`config.mk`:
```
export PLATFORM = sky130hd
export DESIGN_NAME = atomic_access_ctrl_flat
export DESIGN_NICKNAME = d
export VERILOG_FILES = /design/src/rtl/atomic_access_ctrl_if.sv /design/src/rtl/atomic_access_ctrl.sv /design/src/flat_wrapper.sv
export SDC_FILE = /design/constraint.sdc
export NUM_CORES = 1
export LEC_CHECK = 0
export CORE_AREA = 2 2 115 117
export DETAILED_ROUTE_END_ITERATION = 10
export DIE_AREA = 0 0 117 119
export HOLD_SLACK_MARGIN = 0.12
export PLACE_DENSITY = 0.85
export SETUP_SLACK_MARGIN = 0.4
export SYNTH_ARGS = -nofsm -noshare
export SYNTH_HDL_FRONTEND = slang
export SYNTH_SLANG_ARGS = --single-unit
```
`constraint.sdc`:
```
create_clock -name CLK -period 2.95 [get_ports CLK]
set_input_delay 0.59 -clock CLK [delete_from_list [all_inputs] [get_ports CLK]]
set_output_delay 0.59 -clock CLK [all_outputs]
set_load 0.01 [all_outputs]
```
`src/rtl/atomic_access_ctrl_if.sv`:
```
// Bus bundle between the datapath/dcache/link-module environment and
// atomic_access_ctrl.
//   slave  : the controller's view (requests, cache and link verdict in;
//            dhit/dmemload, cache access, link controls and stats out)
//   master : the environment's view (datapath, dcache and link module)
interface atomic_access_ctrl_if #(
  parameter int WORD_W = 32,
  parameter int CNT_W  = 16
);
  // datapath request / response
  logic              dmemREN;
  logic              dmemWEN;
  logic              datomic;
  logic [WORD_W-1:0] dmemaddr;
  logic [WORD_W-1:0] dmemstore;
  logic              dhit;
  logic [WORD_W-1:0] dmemload;
  // dcache port
  logic              c_ren;
  logic              c_wen;
  logic [WORD_W-1:0] c_addr;
  logic [WORD_W-1:0] c_store;
  logic              c_hit;
  logic [WORD_W-1:0] c_load;
  // link module
  logic [WORD_W-1:0] lm_addr_cpu;
  logic              lm_update;
  logic              lm_invalid_cpu;
  logic              lm_write_valid;
  // SC statistics
  logic [CNT_W-1:0]  sc_ok_cnt;
  logic [CNT_W-1:0]  sc_fail_cnt;

  modport slave (
    input  dmemREN, dmemWEN, datomic, dmemaddr, dmemstore,
    input  c_hit, c_load, lm_write_valid,
    output dhit, dmemload, c_ren, c_wen, c_addr, c_store,
    output lm_addr_cpu, lm_update, lm_invalid_cpu, sc_ok_cnt, sc_fail_cnt
  );

  modport master (
    output dmemREN, dmemWEN, datomic, dmemaddr, dmemstore,
    output c_hit, c_load, lm_write_valid,
    input  dhit, dmemload, c_ren, c_wen, c_addr, c_store,
    input  lm_addr_cpu, lm_update, lm_invalid_cpu, sc_ok_cnt, sc_fail_cnt
  );
endinterface

```
`src/rtl/atomic_access_ctrl.sv`:
```
// atomic_access_ctrl: sequences LL/SC accesses between the datapath dcache
// request port and the dcache, driving the link module (addr_cpu, update,
// invalid_cpu) and consuming its write_valid verdict. Plain loads/stores pass
// straight through. Keeps saturating SC success/fail counters.
// Ports:
//   CLK  : clock, rising edge
//   nRST : synchronous active-low reset; forces every output to 0 while low
//   bus  : atomic_access_ctrl_if.slave (datapath, dcache, link module, stats)
module atomic_access_ctrl #(
  parameter int WORD_W = 32,
  parameter int CNT_W  = 16
) (
  input logic                 CLK,
  input logic                 nRST,
  atomic_access_ctrl_if.slave bus
);

  typedef enum logic [2:0] {IDLE, LL_RD, SC_CHK, SC_WR, SC_FAIL} state_t;

  state_t            state, state_n;
  logic [WORD_W-1:0] req_addr, req_data;
  logic [CNT_W-1:0]  ok_cnt, fail_cnt;
  logic              capture;
  logic              sc_ok, sc_fail;

  // An atomic request is latched in IDLE; the cache is not touched that cycle.
  assign capture = (state == IDLE) && bus.datomic && (bus.dmemREN || bus.dmemWEN);

  // state register + request capture
  always_ff @(posedge CLK) begin
    if (!nRST) begin
      state    <= IDLE;
      req_addr <= '0;
      req_data <= '0;
    end else begin
      state <= state_n;
      if (capture) begin
        req_addr <= bus.dmemaddr;
        req_data <= bus.dmemstore;
      end
    end
  end

  // saturating SC statistics
  always_ff @(posedge CLK) begin
    if (!nRST) begin
      ok_cnt   <= '0;
      fail_cnt <= '0;
    end else begin
      if (sc_ok && ok_cnt != '1)     ok_cnt   <= ok_cnt + 1'b1;
      if (sc_fail && fail_cnt != '1) fail_cnt <= fail_cnt + 1'b1;
    end
  end

  // next state
  always_comb begin
    state_n = state;
    case (state)
      IDLE:    if (capture) state_n = bus.dmemREN ? LL_RD : SC_CHK; // REN wins: LL
      LL_RD:   if (bus.c_hit) state_n = IDLE;
      SC_CHK:  state_n = bus.lm_write_valid ? SC_WR : SC_FAIL;
      // A hit means the write already committed, even if the link dropped
      // in the same cycle.
      SC_WR:   if (bus.c_hit) state_n = IDLE;
               else if (!bus.lm_write_valid) state_n = SC_FAIL;
      SC_FAIL: state_n = IDLE;
      default: state_n = IDLE;
    endcase
  end

  // outputs
  always_comb begin
    bus.dhit           = 1'b0;
    bus.dmemload       = '0;
    bus.c_ren          = 1'b0;
    bus.c_wen          = 1'b0;
    bus.c_addr         = '0;
    bus.c_store        = '0;
    bus.lm_addr_cpu    = '0;
    bus.lm_update      = 1'b0;
    bus.lm_invalid_cpu = 1'b0;
    bus.sc_ok_cnt      = '0;
    bus.sc_fail_cnt    = '0;
    sc_ok              = 1'b0;
    sc_fail            = 1'b0;
    if (nRST) begin
      bus.lm_addr_cpu = req_addr;
      bus.sc_ok_cnt   = ok_cnt;
      bus.sc_fail_cnt = fail_cnt;
      case (state)
        IDLE: begin
          if (!bus.datomic) begin
            bus.c_ren    = bus.dmemREN;
            bus.c_wen    = bus.dmemWEN;
            bus.c_addr   = bus.dmemaddr;
            bus.c_store  = bus.dmemstore;
            bus.dhit     = bus.c_hit;
            bus.dmemload = bus.c_load;
          end
        end
        LL_RD: begin
          bus.c_ren  = 1'b1;
          bus.c_addr = req_addr;
          if (bus.c_hit) begin
            bus.dhit      = 1'b1;
            bus.dmemload  = bus.c_load;
            bus.lm_update = 1'b1;
          end
        end
        SC_WR: begin
          bus.c_wen   = 1'b1;
          bus.c_addr  = req_addr;
          bus.c_store = req_data;
          if (bus.c_hit) begin
            bus.dhit           = 1'b1;
            bus.dmemload       = {{(WORD_W-1){1'b0}}, 1'b1};
            bus.lm_invalid_cpu = 1'b1;
            sc_ok              = 1'b1;
          end
        end
        SC_FAIL: begin
          bus.dhit           = 1'b1;
          bus.lm_invalid_cpu = 1'b1;
          sc_fail            = 1'b1;
        end
        default: ;
      endcase
    end
  end

endmodule
```
`src/flat_wrapper.sv`:
```
// flat-port wrapper written by rule: the top's interface ports become plain ports
module atomic_access_ctrl_flat 
#(
  parameter int WORD_W = 32,
  parameter int CNT_W  = 16
)
  (CLK, nRST, bus_dmemREN, bus_dmemWEN, bus_datomic, bus_dmemaddr, bus_dmemstore, bus_c_hit, bus_c_load, bus_lm_write_valid, bus_dhit, bus_dmemload, bus_c_ren, bus_c_wen, bus_c_addr, bus_c_store, bus_lm_addr_cpu, bus_lm_update, bus_lm_invalid_cpu, bus_sc_ok_cnt, bus_sc_fail_cnt);
  atomic_access_ctrl_if #(.WORD_W(WORD_W), .CNT_W(CNT_W)) bus_i ();
  input logic CLK;
  input logic nRST;
  input wire logic [$bits(bus_i.dmemREN)-1:0] bus_dmemREN;
  input wire logic [$bits(bus_i.dmemWEN)-1:0] bus_dmemWEN;
  input wire logic [$bits(bus_i.datomic)-1:0] bus_datomic;
  input wire logic [$bits(bus_i.dmemaddr)-1:0] bus_dmemaddr;
  input wire logic [$bits(bus_i.dmemstore)-1:0] bus_dmemstore;
  input wire logic [$bits(bus_i.c_hit)-1:0] bus_c_hit;
  input wire logic [$bits(bus_i.c_load)-1:0] bus_c_load;
  input wire logic [$bits(bus_i.lm_write_valid)-1:0] bus_lm_write_valid;
  output wire logic [$bits(bus_i.dhit)-1:0] bus_dhit;
  output wire logic [$bits(bus_i.dmemload)-1:0] bus_dmemload;
  output wire logic [$bits(bus_i.c_ren)-1:0] bus_c_ren;
  output wire logic [$bits(bus_i.c_wen)-1:0] bus_c_wen;
  output wire logic [$bits(bus_i.c_addr)-1:0] bus_c_addr;
  output wire logic [$bits(bus_i.c_store)-1:0] bus_c_store;
  output wire logic [$bits(bus_i.lm_addr_cpu)-1:0] bus_lm_addr_cpu;
  output wire logic [$bits(bus_i.lm_update)-1:0] bus_lm_update;
  output wire logic [$bits(bus_i.lm_invalid_cpu)-1:0] bus_lm_invalid_cpu;
  output wire logic [$bits(bus_i.sc_ok_cnt)-1:0] bus_sc_ok_cnt;
  output wire logic [$bits(bus_i.sc_fail_cnt)-1:0] bus_sc_fail_cnt;
  assign bus_i.dmemREN = bus_dmemREN;
  assign bus_i.dmemWEN = bus_dmemWEN;
  assign bus_i.datomic = bus_datomic;
  assign bus_i.dmemaddr = bus_dmemaddr;
  assign bus_i.dmemstore = bus_dmemstore;
  assign bus_i.c_hit = bus_c_hit;
  assign bus_i.c_load = bus_c_load;
  assign bus_i.lm_write_valid = bus_lm_write_valid;
  assign bus_dhit = bus_i.dhit;
  assign bus_dmemload = bus_i.dmemload;
  assign bus_c_ren = bus_i.c_ren;
  assign bus_c_wen = bus_i.c_wen;
  assign bus_c_addr = bus_i.c_addr;
  assign bus_c_store = bus_i.c_store;
  assign bus_lm_addr_cpu = bus_i.lm_addr_cpu;
  assign bus_lm_update = bus_i.lm_update;
  assign bus_lm_invalid_cpu = bus_i.lm_invalid_cpu;
  assign bus_sc_ok_cnt = bus_i.sc_ok_cnt;
  assign bus_sc_fail_cnt = bus_i.sc_fail_cnt;
  atomic_access_ctrl #(.WORD_W(WORD_W), .CNT_W(CNT_W)) u_core (.CLK(CLK), .nRST(nRST), .bus(bus_i));
endmodule
```
Yosys cells after proc, flatten, opt, wreduce, memory -nomap -nowiden --
Index checks and enable logic that the tools add are counted. Widths: inputs -> output; s select.
Word-level totals: bits of input ports 103, flip-flop bits (word level) 99, output and inout bits 165
Cells by class: mux-type cells 39, add/subtract/negate cells 2, reduce and logical (&&, ||, !) cells 8, eq/ne operators 9
Operators with widths (number):
- $mux 32 | 8
- $pmux 32 s2 | 2
- $pmux 32 s3 | 1
- $add 16x1->16 const B | 2
- $mux 16 | 2
- $ne 16x16->1 const B | 2
- $mux 1 | 15
- $mux 3 | 5
- $pmux 3 s4 | 1
- $eq 3x2->1 const B | 2
- $pmux 1 s2 | 3
- $logic_and 1x1->1 | 4
- $eq 3x1->1 const B | 1
- $eq 3x3->1 const B | 1
- $logic_not 3->1 | 1
- $ne 3x3->1 const B | 1
- $pmux 1 s3 | 1
- $reduce_and 3->1 | 1
- $mux 2 | 1
- $ne 2x1->1 const B | 1
- $ne 2x2->1 const B | 1
- $reduce_or 2->1 | 1
- $logic_or 1x1->1 | 1

Depth between registers and ports, before layout --
depth after elaboration 5, depth in mapped cells 7, gate-level depth less buffers 5

Worst setup path after synthesis --
Ideal clock, no wire load.
path type in2out, start input port bus_datomic, end output port bus_c_addr[10], cell stages on the path 6, arrival 1740 ps, path slack 620 ps, path through buf_2 > nor4_2 > and2_0 > clkbuf_1 > buf_2 > a22o_1
Between the ends: longest elaborated chain between the ends 3
RTL lines:
- from (decl) | line flat_wrapper.sv:13 | input wire logic [$bits(bus_i.datomic)-1:0] bus_datomic;
- $mux 32 | line atomic_access_ctrl.sv:92 | if (!bus.datomic) begin
- $pmux 32 s2 | line atomic_access_ctrl.sv:90 | case (state)
- $mux 32 | line atomic_access_ctrl.sv:86 | if (nRST) begin
- to (decl) | line flat_wrapper.sv:23 | output wire logic [$bits(bus_i.c_addr)-1:0] bus_c_addr;
No other way between the ends.

Worst setup path after layout --
start input port bus_datomic, end output port bus_c_addr[13]
The elaborated chain is that of the path after synthesis.

==> results.toml <==
[clock_network]
cts_hold_buf = 0
numCtsBuffers = 9
clock_sinks = 99
cts_max_path_buffers = 2
cts_htree_levels = 3
clkTransAtPathRegs_ns = 0.07
clockRootBuffer = "clkbuf_16"
cts_tree = "built"
worstSkewPairLatency_ns = 0.35

[final_layout]
fill_cells = 1064
final_common_cell = "clkdlybuf4s50_1"
areaGrowthSynthToFinish_pct = 61.60
num_antenna_cells = 0
final_nets = 1076
final_area_mm2 = 0.008761
drive_above_1_share_pct = 8.103
final_cells = 1151
final_cell_mix = "164 x clkdlybuf4s50_1, 150 x nand2_1, 96 x dfxtp_1"
final_util_pct = 68.05

[setup_path]
worstSetupEndpointType = "output pin"
arrival_ns = 2.09
crit_buf_inv = 3
crit_path_max_fanout = 16
critPathKind = "in -> out"
cp_top_family = "buffers and inverters"
max_stage_delay_ns = 0.53
critPathSlowestCell = "clkdlybuf4s50_1"
crit_chain = "dlygate4sd2_1, nor4_4, and2_4, buf_12, a22o_1, clkdlybuf4s50_1"
worst_setup_path_start_kind = "input port"
r2r_cells = 5
worstPathRequired_ns = 2.36
path_depth = 6

[detailed_routing]
drc = 0
drtPass1Iterations = 6
avgViaCountPerCell = 5.397
num_vias = 6212
antenna_left = 0
drtIter0Drc = 521
wl_per_cell_um = 16.54
drt-total-wl_um = 19040

[floorplan]
ios = 268
chipHeight_um = 119
die_w_um = 117
start_util_pct = 42.11
coreArea_mm2 = 0.01287
dieArea_mm2 = 0.01392
row_count = 42

[pwr]
p_switching_mw = 0.9977
clkPwrFrac_pct = 32.4
irDropWorstVdd_uv = 233.3
seq_power_share_pct = 41.8
totalPowerFinal_mw = 3.503
power.static_leakage_nw = 3.981
internal_power_mw = 2.505
swShare_pct = 28.49
powerDensity_mw_per_mm2 = 399.8
comb_power_share_pct = 25.8

[placed_design]
place_inst = 1129
routabilityCongestion = 0.8680
place_area_mm2 = 0.008359
portBuffers = 267
dp_hpwl_um = 13260
place_ws_ns = -0.1005

[timing]
fin_crit_sh_pct = 90.97
post-route-worst-setup-slack_ns = 0.2663
max_slew.worst_pin.slew_ns = 0.8041
fin_skew_ns = 0.01005
slew_viol_final = 0
rsz0062_at_grt = "yes"
finalHoldWorstSlack_ns = 0.4533
hold_violations = 0
setup_viol = 0
slew_headroom_pct = 45.90
fmax_mhz = 372.6
fin_crit_ns = 2.684
setup_tns_ns = 0

[global_routing]
grt_max_degree = 81
grt.total_usage_pct = 26.33
grt_pass1_vias = 5641
antenna_found_initial = 0
overflow = 0
grt_pass1_wl_um = 28970

[synthesis]
avgSynthCellArea_um2 = 7.488
yosys_warnings = 0
synth_cell_type_count = 47
synth_largest_area_cell = "dfxtp_1"
synth-edff-count = 0
synth_flop_cell = "dfxtp_1"
syn_inst = 724
async_flop_share_pct = 0
synth_nets = 829
syn_area_mm2 = 0.005421
ys_top_cells_by_area = "dfxtp_1 37%, and2_1 11%, nand2_1 10%, a21oi_1 6.9%, a22o_1 5.0%"
yosysTopAreaCellShare_pct = 36.56
ys_seq_area_share_pct = 36.56
ys_seq_elements = 99

[worst_hold_path]
min_path_cells = 2
min_path_type = "reg -> reg"

[run_status]
outcome = "finished, final reports clean"

[run]
cap_violations = 0
-- layout make-up --
class	instances	area [µm²]	share of cell area (%)
sequential	99	1991	22.72
clock inverter	2	10.01	0.1143
clock buffer	13	270.3	3.085
tap	176	220.2	2.514
inverter	8	32.53	0.3713
multi-input combinational	558	3222	36.78
timing repair buffer	295	3015	34.42
-- path summary, 6_finish.rpt --
kind                                                 startpoint                         endpoint  slack (ns)
worst max-delay path                                bus_datomic                   bus_c_addr[13]        0.27
worst min-delay path            u_core.req_data[5]$_SDFFE_PN0P_  u_core.req_data[5]$_SDFFE_PN0P_        0.45
worst max register to register     u_core.state[1]$_SDFFE_PN0P_   u_core.ok_cnt[11]$_SDFFE_PN0P_        0.88
worst min register to register  u_core.req_data[5]$_SDFFE_PN0P_  u_core.req_data[5]$_SDFFE_PN0P_        0.45
-- worst min-delay path: stages (launching register included) --
cell and delay (ns):
dfxtp_1 0.31, nand2_1 0.05, a21oi_1 0.05
-- sequential cells by signal, indices dropped and copies added, names as in the netlist --
signal           count
u_core.state         3
u_core.ok_cnt       16
u_core.fail_cnt     16
u_core.req_addr     32
u_core.req_data     32
-- metal layers --
metal / vias up / global-route usage (%) / share of wire (%)
met1: 2914 / 33.22 / 41
met2: 257 / 43.28 / 49
met5: - / 0 / 0
met3: 39 / 4.478 / 6.0
met4: 0 / 12.43 / 3.8
li1: 3002 / - / -
-- cell families (layout without fill, tap and decap cells) --
family                     Yosys count  in the layout  synth area share, %
DFF                                 99             99                36.56
buffers and inverters               67            318                4.846
AOI/OAI and AO/OA                  170            170                20.59
adders and majority gates            2              2               0.4615
muxes                               20             20                4.062
and+or+nand+nor                    366            366                33.49
-- cell usage after synthesis, types with 4 or more instances --
cell type,count
or3_1,4
a22oi_1,33
a31oi_1,4
nor2_1,57
inv_1,7
dfxtp_1,99
mux2i_1,4
mux2_2,16
and2_1,91
nand3_1,6
nand2_1,151
nand4_1,6
clkbuf_1,47
nor4b_1,4
nor3_1,15
a22o_1,31
o21ai_0,7
and3_1,9
buf_2,9
a21oi_1,75
a211oi_1,5
-- power groups by stage --
stage | sequential [mW] | combinational, mW | clock [mW]
finish | 1.46 | 0.903 | 1.14
global route | 1.47 | 0.972 | 1.20
CTS | 1.46 | 0.888 | 1.15
detailed placement | 1.49 | 0.902 | 0
global placement | 1.49 | 0.895 | 0
floorplan | 1.47 | 0.420 | 0
-- timing repair --
action,4_1_cts,5_1_grt
gates resized for setup,91,42
buffers inserted,3,1
pin swaps,1,1
endpoints found under the setup margin,101,59
gates cloned,1,2
Power figures use the tool's default switching activity.
